$ cat config.mk
export PLATFORM = sky130hd
export DESIGN_NAME = fetch_ctrl
export DESIGN_NICKNAME = d
export VERILOG_FILES = /design/src/rtl/fetch_ctrl.sv
export SDC_FILE = /design/constraint.sdc
export NUM_CORES = 1
export LEC_CHECK = 0
export ABC_AREA = 1
export CAP_MARGIN = 15
export CORE_MARGIN = 2
export CORE_UTILIZATION = 45
export CTS_BUF_LIST = sky130_fd_sc_hd__clkbuf_16
export DETAILED_ROUTE_END_ITERATION = 12
export PLACE_DENSITY = 0.82
export SLEW_MARGIN = 20
export SYNTH_ARGS = -nofsm -noshare
export SYNTH_HDL_FRONTEND = slang
export SYNTH_SLANG_ARGS = --single-unit
$ cat constraint.sdc
create_clock -name clk -period 2.49 [get_ports clk]
set_clock_uncertainty 0.05 [all_clocks]
set_input_delay 0.498 -clock clk [delete_from_list [all_inputs] [get_ports clk]]
set_output_delay 0.498 -clock clk [all_outputs]
set_load 0.005 [all_outputs]
$ cat src/rtl/fetch_ctrl.sv
// -----------------------------------------------------------------------------
// fetch_ctrl -- instruction fetch controller
//
// Purpose:
//   Owns the fetch program counter and keeps exactly one instruction-bus read
//   in flight at a time.  Fetched words go to decode, or are parked while
//   decode stalls.  The controller also follows control-flow redirects.
//
//   Redirects are taken in priority order:
//     eret (epc) > exc_oc (EXC_ADDR) > pf (pf_target) > bp_take (bp_target).
//   A predicted-taken branch whose target equals the current pc changes
//   nothing, so it is not treated as a redirect.
//
//   A response that belongs to a fetch made obsolete by a redirect is
//   swallowed through a cancel flag.  It never reaches decode.
//
// Optional feature:
//   FETCH_CTRL_PERF_EN -- when defined, adds the redirect_cnt output.  This
//   is a free-running (wrapping) count of accepted redirects.  When the macro
//   is undefined, the port and the counter do not exist.
//
// Parameters:
//   RESET_ADDR  first fetch address after reset
//   EXC_ADDR    exception entry address
//
// Ports:
//   clk            clock, all state on rising edge
//   resetn         asynchronous active-low reset
//   stall          decode not ready; the delivered instruction must be held
//   bp_take        branch predicted taken, bp_target = predicted target
//   pf             prediction failed,      pf_target = corrected target
//   exc_oc         exception occurred (go to EXC_ADDR)
//   eret           exception return,       epc = return address
//   inst_req       fetch request to the instruction bus
//   inst_addr      fetch word address
//   inst_addr_ok   bus accepted the request this cycle
//   inst_data_ok   bus returns read data this cycle, inst_rdata = the word
//   if_valid       an instruction is presented to decode this cycle
//   if_pc          address of the presented instruction
//   if_inst        the presented instruction word
//   redirect_cnt   accepted-redirect counter (FETCH_CTRL_PERF_EN only)
// -----------------------------------------------------------------------------
module fetch_ctrl #(
  parameter logic [31:0] RESET_ADDR = 32'hbfc0_0000,
  parameter logic [31:0] EXC_ADDR   = 32'hbfc0_0380
) (
  input  logic        clk,
  input  logic        resetn,
  input  logic        stall,
  input  logic        bp_take,
  input  logic [31:0] bp_target,
  input  logic        pf,
  input  logic [31:0] pf_target,
  input  logic        exc_oc,
  input  logic        eret,
  input  logic [31:0] epc,
  output logic        inst_req,
  output logic [31:0] inst_addr,
  input  logic        inst_addr_ok,
  input  logic        inst_data_ok,
  input  logic [31:0] inst_rdata,
  output logic        if_valid,
  output logic [31:0] if_pc,
  output logic [31:0] if_inst
`ifdef FETCH_CTRL_PERF_EN
  ,
  output logic [31:0] redirect_cnt
`endif
);

  typedef enum logic [1:0] {
    S_IDLE = 2'd0,
    S_REQ  = 2'd1,
    S_WAIT = 2'd2,
    S_HOLD = 2'd3
  } state_t;

  state_t      state_reg;
  logic [31:0] pc_reg;          // address of the instruction being fetched/held
  logic        cancel_reg;      // the outstanding response is stale
  logic        boot_reg;        // first post-reset cycle has elapsed
  logic        inst_req_reg;
  logic [31:0] hold_inst_reg;   // word parked while decode stalls

  logic        redirect;
  logic [31:0] redirect_target;
  logic        deliver_direct;
  logic        advance;

  // ---------------------------------------------------------------------------
  // Redirect arbitration.  The branch-prediction case is qualified against
  // pc_reg, so a predicted target equal to the current pc is ignored.
  // ---------------------------------------------------------------------------
  always_comb begin
    redirect        = 1'b1;
    redirect_target = pc_reg;
    if (eret) begin
      redirect_target = epc;
    end else if (exc_oc) begin
      redirect_target = EXC_ADDR;
    end else if (pf) begin
      redirect_target = pf_target;
    end else if (bp_take && (bp_target != pc_reg)) begin
      redirect_target = bp_target;
    end else begin
      redirect        = 1'b0;
    end
  end

  // Response goes straight to decode: it is live, not overridden by a
  // redirect in the same cycle, and decode can take it now.
  assign deliver_direct = (state_reg == S_WAIT) && inst_data_ok && !cancel_reg
                          && !redirect && !stall;

  // pc steps forward once for every instruction decode actually consumes.
  assign advance = deliver_direct || ((state_reg == S_HOLD) && !stall);

  // ---------------------------------------------------------------------------
  // Control FSM.  IDLE lasts one full cycle after reset release (boot_reg).
  // As a result, the first request appears on the second rising edge.
  // ---------------------------------------------------------------------------
  always_ff @(posedge clk or negedge resetn) begin
    if (!resetn) begin
      state_reg     <= S_IDLE;
      pc_reg        <= RESET_ADDR;
      cancel_reg    <= 1'b0;
      boot_reg      <= 1'b0;
      inst_req_reg  <= 1'b0;
      hold_inst_reg <= 32'h0;
    end else begin
      // pc: a redirect always wins over sequential advance.
      if (redirect) begin
        pc_reg <= redirect_target;
      end else if (advance) begin
        pc_reg <= pc_reg + 32'd4;   // wraps modulo 2^32
      end

      case (state_reg)
        S_IDLE: begin
          boot_reg <= 1'b1;
          if (boot_reg) begin
            state_reg    <= S_REQ;
            inst_req_reg <= 1'b1;
          end
        end

        S_REQ: begin
          // Before acceptance, the address change needs only the pc update.
          // Once accepted, the in-flight fetch is stale if we redirected.
          if (inst_addr_ok) begin
            state_reg    <= S_WAIT;
            inst_req_reg <= 1'b0;
            cancel_reg   <= redirect;
          end
        end

        S_WAIT: begin
          if (inst_data_ok) begin
            cancel_reg <= 1'b0;
            if (cancel_reg || redirect || !stall) begin
              // Delivered, discarded as stale, or overridden: fetch again.
              state_reg    <= S_REQ;
              inst_req_reg <= 1'b1;
            end else begin
              hold_inst_reg <= inst_rdata;
              state_reg     <= S_HOLD;
            end
          end else if (redirect) begin
            cancel_reg <= 1'b1;
          end
        end

        S_HOLD: begin
          // A redirect drops the parked word.  The pc already moved above.
          if (redirect || !stall) begin
            state_reg    <= S_REQ;
            inst_req_reg <= 1'b1;
          end
        end

        default: begin
          state_reg    <= S_IDLE;
          inst_req_reg <= 1'b0;
        end
      endcase
    end
  end

  // ---------------------------------------------------------------------------
  // Outputs.  The bus side comes from registers only.  if_valid/if_inst must
  // show a word in the same cycle it returns from the bus.  They therefore
  // include the direct-delivery path.
  // ---------------------------------------------------------------------------
  assign inst_req  = inst_req_reg;
  assign inst_addr = pc_reg;
  assign if_pc     = pc_reg;
  assign if_valid  = (state_reg == S_HOLD) || deliver_direct;

  always_comb begin
    if_inst = 32'h0;
    if (state_reg == S_HOLD) begin
      if_inst = hold_inst_reg;
    end else if (deliver_direct) begin
      if_inst = inst_rdata;
    end
  end

`ifdef FETCH_CTRL_PERF_EN
  logic [31:0] redirect_cnt_reg;

  always_ff @(posedge clk or negedge resetn) begin
    if (!resetn) begin
      redirect_cnt_reg <= 32'h0;
    end else if (redirect) begin
      redirect_cnt_reg <= redirect_cnt_reg + 32'd1;
    end
  end

  assign redirect_cnt = redirect_cnt_reg;
`endif

endmodule

==> run metrics <==
outcome finished, violations left; failing checks negative setup slack; vias per cell between 5 and 6; crit path max-delay cell type dfstp_2; PortBufs ~230; fin area 9230 sq um; Sw Share 32.7%; die area ~14,000 sq um; Top delay family on crit path simple AND/OR/NAND/NOR gates; Clock Power Share 29.1%; Post-synth EDFFs 0; post-DP HPWL 14.4 mm; drt pass-1 iters 5; sequential power share 28.1%; Rel. slew slack 39.7%; Clock transition at path regs 60 ps; deepest clock path buffer count 2; Worst Path Required 1940 ps; All-Layer GR Usage 28.6%; DIE WIDTH 119 um; P per Cell Area 518 nW/um^2; footprint of the multi-input gates 3660 sq um; synthesized area per cell 6.58 sq um; number of max-slew violations in the final report 0; clock latency on the worst-skew pair about 340 ps; row count 42; wire length per cell 15.4 um; Layout Utilization 70.2%; Residual DRC 0; H-Tree Depth 3; r2r setup slk -20 ps; Reg area 1740 sq um; Mapped Area 5990 sq um; wirelength, routed ~21 mm; largest net degree at the start of global routing 70; post-synthesis sequential area ratio a little under 30%; RSZ-0062 raised after global routing true; async set-or-reset flop fraction in the synthesized netlist 100%; Max rail drop VDD 407 uV; Die Y-Extent 119 um; crit path cell chain nand2_1 -> nand2_2 -> nand2_2 -> nor2_2 -> nand2_1 -> nor2_2 -> nand2_1 -> nand2_2 -> nand4_4 -> buf_6 -> buf_16 -> o22ai_4 -> buf_2; Clock Sinks between 60 and 70; Comb pwr share 42.9%; crit-path max FO 7; via count 6,945; clk root buf clkbuf_16; vias in the first global route 6,733; Core ar. 13,100 sq um; Final setup viols 38; Num CTS Buffers 9; Reg2Reg Depth 14; area growth from synthesis to layout 54.1%; critical path class flop to output pin; Worst R2R Start if_pc[28]; LEAKAGE 4.51 nW; Tmin final about 2900 ps; CP Launch Type flop; fin crit share 115%; RR Endpoint if_pc[24]; CP bufs+invs 3; Switching Power 1.57 mW; CP arrival 2310 ps; initial antenna violation count 2; max incr delay on CP roughly 580 ps; Fill cells between 1,000 and 1,500; Synth Register Bits 69; YS warnings 0; Primary FF master, synth dfrtp_1; Initial DRC Count ~460; antenna-violating nets left 0; # IOs 235; syn nets 1,052; worst-margin pin slew 905 ps; Placed Area 8660 sq um; layout cells sized above 1 22.1%; MaxCap Viol Count 0; Nets 1,302; Routability Congestion a little over 0.9; total gr overflow 0; starting density of the core 45.6%; post-route worst setup slack -369 ps; worst min path class primary input to async pin; Max Freq 0.350 GHz; TritonCTS clock tree yes; global-route wire length before repair 32.6 mm; Place WS -843 ps; Post-Syn Instances 910; Crit. End Element output pin; final-report hold violation count 0; Hold Buf Count CTS 0; Int Pwr 3.21 mW; Netlist cell types 33
==> synthesized netlist by cell type (2+ instances only) <==
cell	count	area, sq um
nand2_1	277	1040
inv_1	80	300
nand3_1	76	380
nor2_1	73	274
o21ai_0	64	320
dfrtp_1	60	1500
a21oi_2	32	280
buf_4	32	240
o22ai_1	32	200
xnor2_1	30	263
clkbuf_1	27	101
buf_2	20	100
nor2_2	19	119
xor2_1	16	140
or2_2	10	62.6
dfstp_2	9	236
nor3_1	9	45.0
buf_6	8	90.1
nand4_1	8	50.1
ha_1	5	62.6
a21oi_1	4	20.0
nand3b_1	4	30.0
nand2_2	3	18.8
nand4_4	2	42.5
nor4_1	2	12.5
==> power groups by stage <==
stage | combinational, mW | clock, mW | sequential (mW)
4_1_cts | 1.97 | 1.39 | 1.34
2_1_floorplan | 0.924 | 0 | 1.39
6_report | 2.05 | 1.39 | 1.34
5_1_grt | 2.24 | 1.45 | 1.36
3_5_place_dp | 2.02 | 0 | 1.36
3_3_place_gp | 2.00 | 0 | 1.35
==> layer usage <==
metal	vias up	global-route usage [%]	wire (um)
li1	3391	-	-
met3	56	5.36	1550
met5	-	0	13
met1	3169	34.2	8240
met4	2	11.8	628
met2	327	50.5	10300
==> area by class of cell <==
cell class	instances	area share [%]
diodes	1	0.0271
well taps	176	2.39
multi-input cells	673	39.7
repair buffers	326	32.3
flip-flops and latches	69	18.8
inverters	81	3.30
clock inverters	7	0.976
clock buffers	9	2.44
==> cell families (layout without fill, tap and decap cells) <==
family | after synthesis | count (layout) | synth area share [%]
AOI/OAI and AO/OA | 136 | 136 | 14.2
other | 0 | 1 | 0
xor gates and xnor gates | 46 | 46 | 6.73
buffers and inverters | 168 | 423 | 14.0
adders and majority gates | 5 | 5 | 1.04
and+or+nand+nor | 486 | 486 | 35.1
DFF | 69 | 69 | 29.0
==> metrics by stage <==
step	power [mW]	instances	setup TNS, ps	hold slack (ps)
2_1_floorplan	2.32	910	0	152
3_3_place_gp	3.35	1306	-60300	397
3_5_place_dp	3.38	1306	-57670	401
4_1_cts	4.70	1343	-13230	286
5_1_grt	5.05	1342	-18280	326
6_report	4.78	1342	-9870	234
==> timing repair <==
action | in CTS | in global routing
cloned | 2 | 0
resized for setup | 180 | 37
pin swaps | 18 | 20
buffers inserted | 20 | 2
endpoints found under the setup margin | 96 | 97
==> layout by cell type, fill, tap and decap left out, drive strengths merged <==
cell type	instances
nor3	9
clkdlybuf4s50	169
nand2	280
and3	1
dlymetal6s2s	9
clkbuf	9
o211ai	1
nand3b	4
xor2	16
clkinv	4
bufinv	2
ha	5
o22ai	32
buf	127
nand3	76
dfrtp	60
nor4	2
clkinvlp	2
xnor2	30
dlygate4sd2	21
or2	10
o2111ai	1
inv	80
nand4	10
diode	1
nor3b	1
a21oi	36
nor2	93
dfstp	9
o21ai	65
a211oi	1
==> worst max path at each step <==
stage | cells after the start | from | slack (ps) | endpoint
finish | 13 | if_pc[28] | -370 | if_inst[3]
global route | 13 | if_pc[28] | -480 | if_inst[3]
CTS | 12 | if_pc[26] | -460 | if_inst[22]
detailed placement | 12 | bp_target[31] | -840 | if_inst[0]
global placement | 12 | bp_target[31] | -860 | if_inst[11]
floorplan | 12 | if_pc[23] | 150 | if_inst[22]
Power figures use the tool's default switching activity.
